$ cat src/rtl/alu_pkg.sv
// Shared types and ALU select codes for the two-requester ALU arbiter.
package alu_pkg;

    typedef enum logic [1:0] {
        IDLE  = 2'd0,
        ISSUE = 2'd1,
        WAIT  = 2'd2,
        RESP  = 2'd3
    } state_t;

    localparam logic [2:0] OP_ADD = 3'b000;
    localparam logic [2:0] OP_SUB = 3'b001;
    localparam logic [2:0] OP_NOT = 3'b010;
    localparam logic [2:0] OP_AND = 3'b011;
    localparam logic [2:0] OP_OR  = 3'b100;
    localparam logic [2:0] OP_XOR = 3'b101;
    localparam logic [2:0] OP_LT  = 3'b110;
    localparam logic [2:0] OP_EQ  = 3'b111;

    localparam int FLAG_W = 4;

    function automatic logic [FLAG_W-1:0] pack_flags(input logic overflow, input logic cin,
                                                     input logic cmp, input logic zero);
        return {overflow, cin, cmp, zero};
    endfunction

endpackage

$ cat src/rtl/alu_arbiter_if.sv
// Request, shared-ALU and response signals of the arbiter grouped as one bundle.
interface alu_arbiter_if #(
    parameter int W = 4
);
    import alu_pkg::*;

    logic [1:0]        req_valid;
    logic [1:0]        req_ready;
    logic [2:0]        req_op0;
    logic [2:0]        req_op1;
    logic [W-1:0]      req_a0;
    logic [W-1:0]      req_b0;
    logic [W-1:0]      req_a1;
    logic [W-1:0]      req_b1;
    logic [2:0]        alu_select;
    logic [W-1:0]      alu_a;
    logic [W-1:0]      alu_b;
    logic [W-1:0]      alu_result;
    logic              alu_zero;
    logic              alu_cin;
    logic              alu_overflow;
    logic              alu_cmp;
    logic              resp_valid;
    logic              resp_ready;
    logic              resp_id;
    logic [W-1:0]      resp_result;
    logic [FLAG_W-1:0] resp_flags;
    logic              busy;

    modport master (
        output req_valid, req_op0, req_op1, req_a0, req_b0, req_a1, req_b1,
        output alu_result, alu_zero, alu_cin, alu_overflow, alu_cmp, resp_ready,
        input  req_ready, alu_select, alu_a, alu_b,
        input  resp_valid, resp_id, resp_result, resp_flags, busy
    );

    modport slave (
        input  req_valid, req_op0, req_op1, req_a0, req_b0, req_a1, req_b1,
        input  alu_result, alu_zero, alu_cin, alu_overflow, alu_cmp, resp_ready,
        output req_ready, alu_select, alu_a, alu_b,
        output resp_valid, resp_id, resp_result, resp_flags, busy
    );

endinterface

$ cat src/rtl/rr_arb2.sv
// Two-way round-robin grant; the pointer remembers who won the last accepted request.
module rr_arb2 (
    input  logic       clk,
    input  logic       rst_n,
    input  logic [1:0] req,
    input  logic       update,
    output logic [1:0] grant
);
    logic last;

    always_comb begin
        grant = req;
        if (req == 2'b11) begin
            grant = last ? 2'b01 : 2'b10;
        end
    end

    // Reset value 1 makes requester 0 win the first tie.
    always_ff @(posedge clk) begin
        if (!rst_n) begin
            last <= 1'b1;
        end else if (update) begin
            last <= grant[1];
        end
    end

endmodule

$ cat src/rtl/alu_arbiter.sv
// Arbitrates two requesters onto one shared ALU: round-robin grant, operands held for
// LAT cycles, then the ALU outputs are captured and offered until the consumer takes them.
module alu_arbiter
    import alu_pkg::*;
#(
    parameter int W   = 4,
    parameter int LAT = 1
) (
    input  logic         clk,
    input  logic         rst_n,
    alu_arbiter_if.slave bus
);
    localparam logic [1:0] WAIT_LAST = 2'((LAT > 1) ? LAT - 2 : 0);

    state_t            state;
    state_t            state_nxt;
    logic [1:0]        arb_req;
    logic [1:0]        grant;
    logic              accept;
    logic              capture;
    logic              drive_alu;
    logic [2:0]        op_q;
    logic [W-1:0]      a_q;
    logic [W-1:0]      b_q;
    logic              id_q;
    logic [1:0]        wait_cnt;
    logic [W-1:0]      result_q;
    logic [FLAG_W-1:0] flags_q;

    // Requests are only visible to the arbiter while idle, so nothing is queued.
    assign arb_req = (state == IDLE) ? bus.req_valid : 2'b00;
    assign accept  = |grant;

    rr_arb2 u_rr_arb2 (
        .clk    (clk),
        .rst_n  (rst_n),
        .req    (arb_req),
        .update (accept),
        .grant  (grant)
    );

    always_ff @(posedge clk) begin
        if (!rst_n) begin
            state <= IDLE;
        end else begin
            state <= state_nxt;
        end
    end

    always_comb begin
        state_nxt = state;
        capture   = 1'b0;
        case (state)
            IDLE: begin
                if (accept) begin
                    state_nxt = ISSUE;
                end
            end
            ISSUE: begin
                if (LAT == 1) begin
                    capture   = 1'b1;
                    state_nxt = RESP;
                end else begin
                    state_nxt = WAIT;
                end
            end
            WAIT: begin
                if (wait_cnt == WAIT_LAST) begin
                    capture   = 1'b1;
                    state_nxt = RESP;
                end
            end
            RESP: begin
                if (bus.resp_ready) begin
                    state_nxt = IDLE;
                end
            end
            default: state_nxt = IDLE;
        endcase
    end

    always_ff @(posedge clk) begin
        if (!rst_n) begin
            op_q     <= '0;
            a_q      <= '0;
            b_q      <= '0;
            id_q     <= 1'b0;
            wait_cnt <= '0;
            result_q <= '0;
            flags_q  <= '0;
        end else begin
            if (accept) begin
                id_q <= grant[1];
                op_q <= grant[1] ? bus.req_op1 : bus.req_op0;
                a_q  <= grant[1] ? bus.req_a1  : bus.req_a0;
                b_q  <= grant[1] ? bus.req_b1  : bus.req_b0;
            end
            if (state == ISSUE) begin
                wait_cnt <= '0;
            end else if (state == WAIT) begin
                wait_cnt <= wait_cnt + 2'd1;
            end
            if (capture) begin
                result_q <= bus.alu_result;
                flags_q  <= pack_flags(bus.alu_overflow, bus.alu_cin, bus.alu_cmp, bus.alu_zero);
            end
        end
    end

    assign drive_alu      = (state == ISSUE) || (state == WAIT);
    assign bus.req_ready  = grant;
    assign bus.alu_select = drive_alu ? op_q : 3'b000;
    assign bus.alu_a      = drive_alu ? a_q : '0;
    assign bus.alu_b      = drive_alu ? b_q : '0;
    assign bus.resp_valid = (state == RESP);
    assign bus.resp_id    = id_q;
    assign bus.resp_result = result_q;
    assign bus.resp_flags = flags_q;
    assign bus.busy       = (state != IDLE);

endmodule

$ cat src/flat_wrapper.sv
// flat-port wrapper written by rule: the top's interface ports become plain ports
module alu_arbiter_flat import alu_pkg::*;
#(
    parameter int W   = 4,
    parameter int LAT = 1
)
  (clk, rst_n, bus_req_valid, bus_req_op0, bus_req_op1, bus_req_a0, bus_req_b0, bus_req_a1, bus_req_b1, bus_alu_result, bus_alu_zero, bus_alu_cin, bus_alu_overflow, bus_alu_cmp, bus_resp_ready, bus_req_ready, bus_alu_select, bus_alu_a, bus_alu_b, bus_resp_valid, bus_resp_id, bus_resp_result, bus_resp_flags, bus_busy);
  alu_arbiter_if #(.W(W)) bus_i ();
  input  logic clk;
  input  logic rst_n;
  input wire logic [$bits(bus_i.req_valid)-1:0] bus_req_valid;
  input wire logic [$bits(bus_i.req_op0)-1:0] bus_req_op0;
  input wire logic [$bits(bus_i.req_op1)-1:0] bus_req_op1;
  input wire logic [$bits(bus_i.req_a0)-1:0] bus_req_a0;
  input wire logic [$bits(bus_i.req_b0)-1:0] bus_req_b0;
  input wire logic [$bits(bus_i.req_a1)-1:0] bus_req_a1;
  input wire logic [$bits(bus_i.req_b1)-1:0] bus_req_b1;
  input wire logic [$bits(bus_i.alu_result)-1:0] bus_alu_result;
  input wire logic [$bits(bus_i.alu_zero)-1:0] bus_alu_zero;
  input wire logic [$bits(bus_i.alu_cin)-1:0] bus_alu_cin;
  input wire logic [$bits(bus_i.alu_overflow)-1:0] bus_alu_overflow;
  input wire logic [$bits(bus_i.alu_cmp)-1:0] bus_alu_cmp;
  input wire logic [$bits(bus_i.resp_ready)-1:0] bus_resp_ready;
  output wire logic [$bits(bus_i.req_ready)-1:0] bus_req_ready;
  output wire logic [$bits(bus_i.alu_select)-1:0] bus_alu_select;
  output wire logic [$bits(bus_i.alu_a)-1:0] bus_alu_a;
  output wire logic [$bits(bus_i.alu_b)-1:0] bus_alu_b;
  output wire logic [$bits(bus_i.resp_valid)-1:0] bus_resp_valid;
  output wire logic [$bits(bus_i.resp_id)-1:0] bus_resp_id;
  output wire logic [$bits(bus_i.resp_result)-1:0] bus_resp_result;
  output wire logic [$bits(bus_i.resp_flags)-1:0] bus_resp_flags;
  output wire logic [$bits(bus_i.busy)-1:0] bus_busy;
  assign bus_i.req_valid = bus_req_valid;
  assign bus_i.req_op0 = bus_req_op0;
  assign bus_i.req_op1 = bus_req_op1;
  assign bus_i.req_a0 = bus_req_a0;
  assign bus_i.req_b0 = bus_req_b0;
  assign bus_i.req_a1 = bus_req_a1;
  assign bus_i.req_b1 = bus_req_b1;
  assign bus_i.alu_result = bus_alu_result;
  assign bus_i.alu_zero = bus_alu_zero;
  assign bus_i.alu_cin = bus_alu_cin;
  assign bus_i.alu_overflow = bus_alu_overflow;
  assign bus_i.alu_cmp = bus_alu_cmp;
  assign bus_i.resp_ready = bus_resp_ready;
  assign bus_req_ready = bus_i.req_ready;
  assign bus_alu_select = bus_i.alu_select;
  assign bus_alu_a = bus_i.alu_a;
  assign bus_alu_b = bus_i.alu_b;
  assign bus_resp_valid = bus_i.resp_valid;
  assign bus_resp_id = bus_i.resp_id;
  assign bus_resp_result = bus_i.resp_result;
  assign bus_resp_flags = bus_i.resp_flags;
  assign bus_busy = bus_i.busy;
  alu_arbiter #(.W(W), .LAT(LAT)) u_core (.clk(clk), .rst_n(rst_n), .bus(bus_i));
endmodule
$ cat config.mk
export PLATFORM = sky130hd
export DESIGN_NAME = alu_arbiter_flat
export DESIGN_NICKNAME = d
export VERILOG_FILES = /design/src/rtl/alu_pkg.sv /design/src/rtl/alu_arbiter_if.sv /design/src/rtl/rr_arb2.sv /design/src/rtl/alu_arbiter.sv /design/src/flat_wrapper.sv
export SDC_FILE = /design/constraint.sdc
export NUM_CORES = 1
export LEC_CHECK = 0
export ABC_AREA = 1
export BUFFER_PORTS_ARGS = -buffer_cell sky130_fd_sc_hd__buf_2
export CELL_PAD_IN_SITES_DETAIL_PLACEMENT = 0
export CELL_PAD_IN_SITES_GLOBAL_PLACEMENT = 1
export CORE_MARGIN = 2
export CORE_UTILIZATION = 32
export CTS_BUF_LIST = sky130_fd_sc_hd__clkbuf_2
export DETAILED_ROUTE_END_ITERATION = 6
export PLACE_DENSITY_LB_ADDON = 0.12
export SYNTH_ARGS = -nofsm -noshare
export SYNTH_HDL_FRONTEND = slang
export SYNTH_SLANG_ARGS = --single-unit
$ cat constraint.sdc
create_clock -name clk -period 1.8 [get_ports clk]
set_input_delay 0.09 -clock clk [delete_from_list [all_inputs] [get_ports clk]]
set_output_delay 0.09 -clock clk [all_outputs]
set_load 0.01 [all_outputs]
==> run summary <==
startpoint type of the worst setup path: register
share of the core filled with cells in the final layout: 47.2%
clock root buffer: sky130_fd_sc_hd__clkbuf_2
type of the worst setup path: reg -> out
FILL cells: 440
count of mapped cells out of synthesis: 210
number of cell rows: 23
register bit count reported by yosys: 25
remaining global-route overflow: 0
cell with the largest stage delay on the worst path: sky130_fd_sc_hd__dfxtp_2
fraction of the cycle the final worst path needs: 90.8%
first-pass GRT wire length: 5600 um
number of search-and-repair iterations in the first detailed-routing pass: 4
max-slew headroom at the worst pin: 63.4%
overall power of the completed layout: 0.00192 W
pwr/cell area: 1000 nW/um2
initial antenna violation count: 0
mean instance size in the synthesized netlist: 6.48 um2
highest cell delay on the worst timing path: 390 ps
Clk pwr share: 11.9%
clock tree from TritonCTS: built
later-pin clock latency in the skew report: 350 ps
DR vias/cell: 4.17
TritonCTS Sinks: 25
number of buffers on the longest clock path: 2
internal power contribution: 0.00114 W
die extent in x: 69.2 um
required time of the critical path: 1710 ps
Setup Total Neg Slack: 0 ps
sequential cell area fraction in the yosys report: 36.8%
setup violation total in the final timing report: 0
Worst Skew: 8.55 ps
worst vdd rail ir drop: 448 uV
Tightest Pin Transition: 547 ps
instance count after placement with tap cells included: 311
kind of capture point of the worst setup path: output port
Total GRT Usage: 14.2%
setup repair after global routing missed its margin: false
cell area after technology mapping: 1360 um2
Synthesized Nets: 251
placer congestion estimate: 0.733
fin crit period: 1630 ps
Detail Placement HPWL: 2320 um
Lkg Pwr: 1.20 nW
starting density of the core: 33.5%
count of max-cap constraint violations: 0
die height: 69.2 um
part of the power in registers: 39.2%
Most Frequent Cell on Critical Path: sky130_fd_sc_hd__inv_1
library cells used by synthesis: 21
switching share of power: 40.8%
share of layout cells above drive strength 1: 27.3%
vias post-DR: 1401
number of antenna diodes: 0
number of placed I/O pins: 59
share of total power in combinational logic: 48.9%
Hold Fails Final Rpt: 0
area added between synthesis and finish: 40.8%
total DRC errors in the routed layout: 0
hold crit path type: in -> reg
Switch Pwr: 0.000785 W
routed wire length: 3370 um
Worst Path Max Fanout: 14
number of cells in the finished layout apart from fillers: 336
# H-tree levels: 1
arrival time reported for the critical path endpoint: 1540 ps
number of DRC violations after detailed-routing iteration 0: 63
cell chain of the critical path: inv_1 -> ha_4 -> nand2_2 -> clkinv_4 -> nand2_8 -> inv_1 -> buf_2
CTS buffer count: 3
count of buffers from port buffering: 58
core outline area: 4060 um2
Max Slew Vio Count: 0
Peak Freq: 612 MHz
full die area: 4790 um2
vias in the first global route: 1221
fin nets: 328
status: complete, no violations
largest net degree at the start of global routing: 25
post-route antenna net violation count: 0
Clock Pin Slew Worst Setup and Hold Paths: 250 ps
total number of yosys warnings: 0
WL/cell: 10.0 um
-- state kept, by name, indices dropped and copies added, names as in the netlist --
name	flops
u_core.wait_cnt	2
u_core.bus.resp_flags	4
u_core.op_q	3
u_core.bus.resp_id	1
u_core.state	2
u_core.bus.resp_result	4
u_core.a_q	4
u_core.b_q	4
u_core.u_rr_arb2.last	1
-- critical path: cells and delay by family (launching register included) --
| family | cells | cell delay (ps) |
|---|---|---|
| flip-flops | 1 | 390 |
| buffers and inverters | 4 | 370 |
| AND/OR/NAND/NOR | 2 | 240 |
| adder cells (fa/ha/maj) | 1 | 180 |
-- stage by stage --
| stage | instance area (um2) | setup slack, ps | hold WS (ps) |
|---|---|---|---|
| CTS | 1880 | 27.9 | 0.184 |
| detailed placement | 1670 | 213 | 355 |
| floorplan | 1360 | 446 | 254 |
| global route | 1910 | 6.89 | 6.06 |
| finish | 1910 | 165 | 15.8 |
| global placement | 1670 | 242 | 344 |
-- power by group through the flow --
| stage | combinational [W] | sequential [W] | clock, W |
|---|---|---|---|
| 2_1_floorplan | 0.000567 | 0.000796 | 0 |
| 4_1_cts | 0.000919 | 0.000757 | 0.000245 |
| 3_3_place_gp | 0.000852 | 0.000775 | 0 |
| 5_1_grt | 0.00108 | 0.000778 | 0.000268 |
| 6_report | 0.000941 | 0.000755 | 0.000228 |
| 3_5_place_dp | 0.000846 | 0.000776 | 0 |
-- final timing paths --
kind                                     endpoint                             from  cells after the start  slack (ps)
hold reg to reg   u_core.bus.resp_id$_SDFFE_PN0P_  u_core.bus.resp_id$_SDFFE_PN0P_                      2         500
setup / recovery                 bus_req_ready[1]     u_core.state[0]$_SDFFE_PN0P_                      7         170
setup reg to reg       u_core.a_q[2]$_SDFFE_PN0P_     u_core.state[0]$_SDFFE_PN0P_                      8         350
hold / removal         u_core.a_q[2]$_SDFFE_PN0P_                    bus_req_a0[2]                      5          20
-- area by class of cell --
class                      instances  area [um2]  share of cell area [%]
clock inverter                     1        7.51                   0.392
clock buffer                       3        15.0                   0.784
inverter                          48         185                    9.67
sequential                        25         503                    26.3
timing repair buffer              80         495                    25.9
tap                               50        62.6                    3.27
multi-input combinational        129         646                    33.7
-- layer usage --
layer | track usage (%) | share of wire, % | vias up
li1 | - | - | 782
met4 | 3.27 | 0.71 | 0
met2 | 24.1 | 47 | 44
met5 | 0 | 0 | -
met3 | 3.92 | 6.3 | 2
met1 | 17.8 | 46 | 573
-- cell families after synthesis --
| logic type | after synthesis | synth area share (%) |
|---|---|---|
| flops | 25 | 36.8 |
| buf+inv | 56 | 17.3 |
| compound gates | 21 | 7.91 |
| fa+ha+maj | 6 | 5.52 |
| xor+xnor | 1 | 0.644 |
| simple gates | 101 | 31.8 |
-- Yosys cell counts --
cell type	n	area share [%]
sky130_fd_sc_hd__clkbuf_1	2	0.55
sky130_fd_sc_hd__dfxtp_1	25	37
sky130_fd_sc_hd__nand2_2	4	1.8
sky130_fd_sc_hd__nor2_1	26	7.2
sky130_fd_sc_hd__nand3_1	25	9.2
sky130_fd_sc_hd__a21boi_1	1	0.55
sky130_fd_sc_hd__inv_2	1	0.28
sky130_fd_sc_hd__buf_6	2	1.7
sky130_fd_sc_hd__inv_1	46	13
sky130_fd_sc_hd__clkinv_2	1	0.37
sky130_fd_sc_hd__nand4_1	2	0.92
sky130_fd_sc_hd__nand2_4	1	0.83
sky130_fd_sc_hd__a21oi_1	1	0.37
sky130_fd_sc_hd__xnor2_1	1	0.64
sky130_fd_sc_hd__o21ai_1	6	2.2
sky130_fd_sc_hd__buf_2	1	0.37
sky130_fd_sc_hd__nand2_1	43	12
sky130_fd_sc_hd__buf_4	2	1.1
sky130_fd_sc_hd__buf_1	1	0.28
sky130_fd_sc_hd__o21ai_0	13	4.8
sky130_fd_sc_hd__ha_1	6	5.5
-- timing repair --
item | CTS | global route
hold buffers | 16 | 0
cloned | 0 | 0
buffers inserted | 2 | 3
setup endpoints to repair | 9 | 9
hold endpoints to repair | 16 | 0
gates resized for setup | 5 | 1
-- layout by cell type (no fill, tap or decap) --
| cell type | synthesis | routed |
|---|---|---|
| sky130_fd_sc_hd__ha_4 | 0 | 1 |
| sky130_fd_sc_hd__nand2_2 | 4 | 4 |
| sky130_fd_sc_hd__buf_4 | 2 | 6 |
| sky130_fd_sc_hd__nand4_1 | 2 | 2 |
| sky130_fd_sc_hd__dlygate4sd3_1 | 0 | 16 |
| sky130_fd_sc_hd__buf_2 | 1 | 58 |
| sky130_fd_sc_hd__a21oi_1 | 1 | 1 |
| sky130_fd_sc_hd__xnor2_1 | 1 | 1 |
| sky130_fd_sc_hd__clkinvlp_4 | 0 | 1 |
| sky130_fd_sc_hd__o21ai_0 | 13 | 13 |
| sky130_fd_sc_hd__o21ai_1 | 6 | 6 |
| sky130_fd_sc_hd__nand2_8 | 0 | 1 |
| sky130_fd_sc_hd__a21boi_1 | 1 | 1 |
| sky130_fd_sc_hd__clkbuf_2 | 0 | 3 |
| sky130_fd_sc_hd__clkinv_4 | 0 | 1 |
| sky130_fd_sc_hd__inv_2 | 1 | 1 |
| sky130_fd_sc_hd__nor2_1 | 26 | 26 |
| sky130_fd_sc_hd__nand2_1 | 43 | 43 |
| sky130_fd_sc_hd__dfxtp_1 | 25 | 23 |
| sky130_fd_sc_hd__dfxtp_2 | 0 | 2 |
| sky130_fd_sc_hd__nand3_1 | 25 | 25 |
| sky130_fd_sc_hd__ha_1 | 6 | 5 |
| sky130_fd_sc_hd__inv_1 | 46 | 46 |
(Power assumes the default switching activity.)
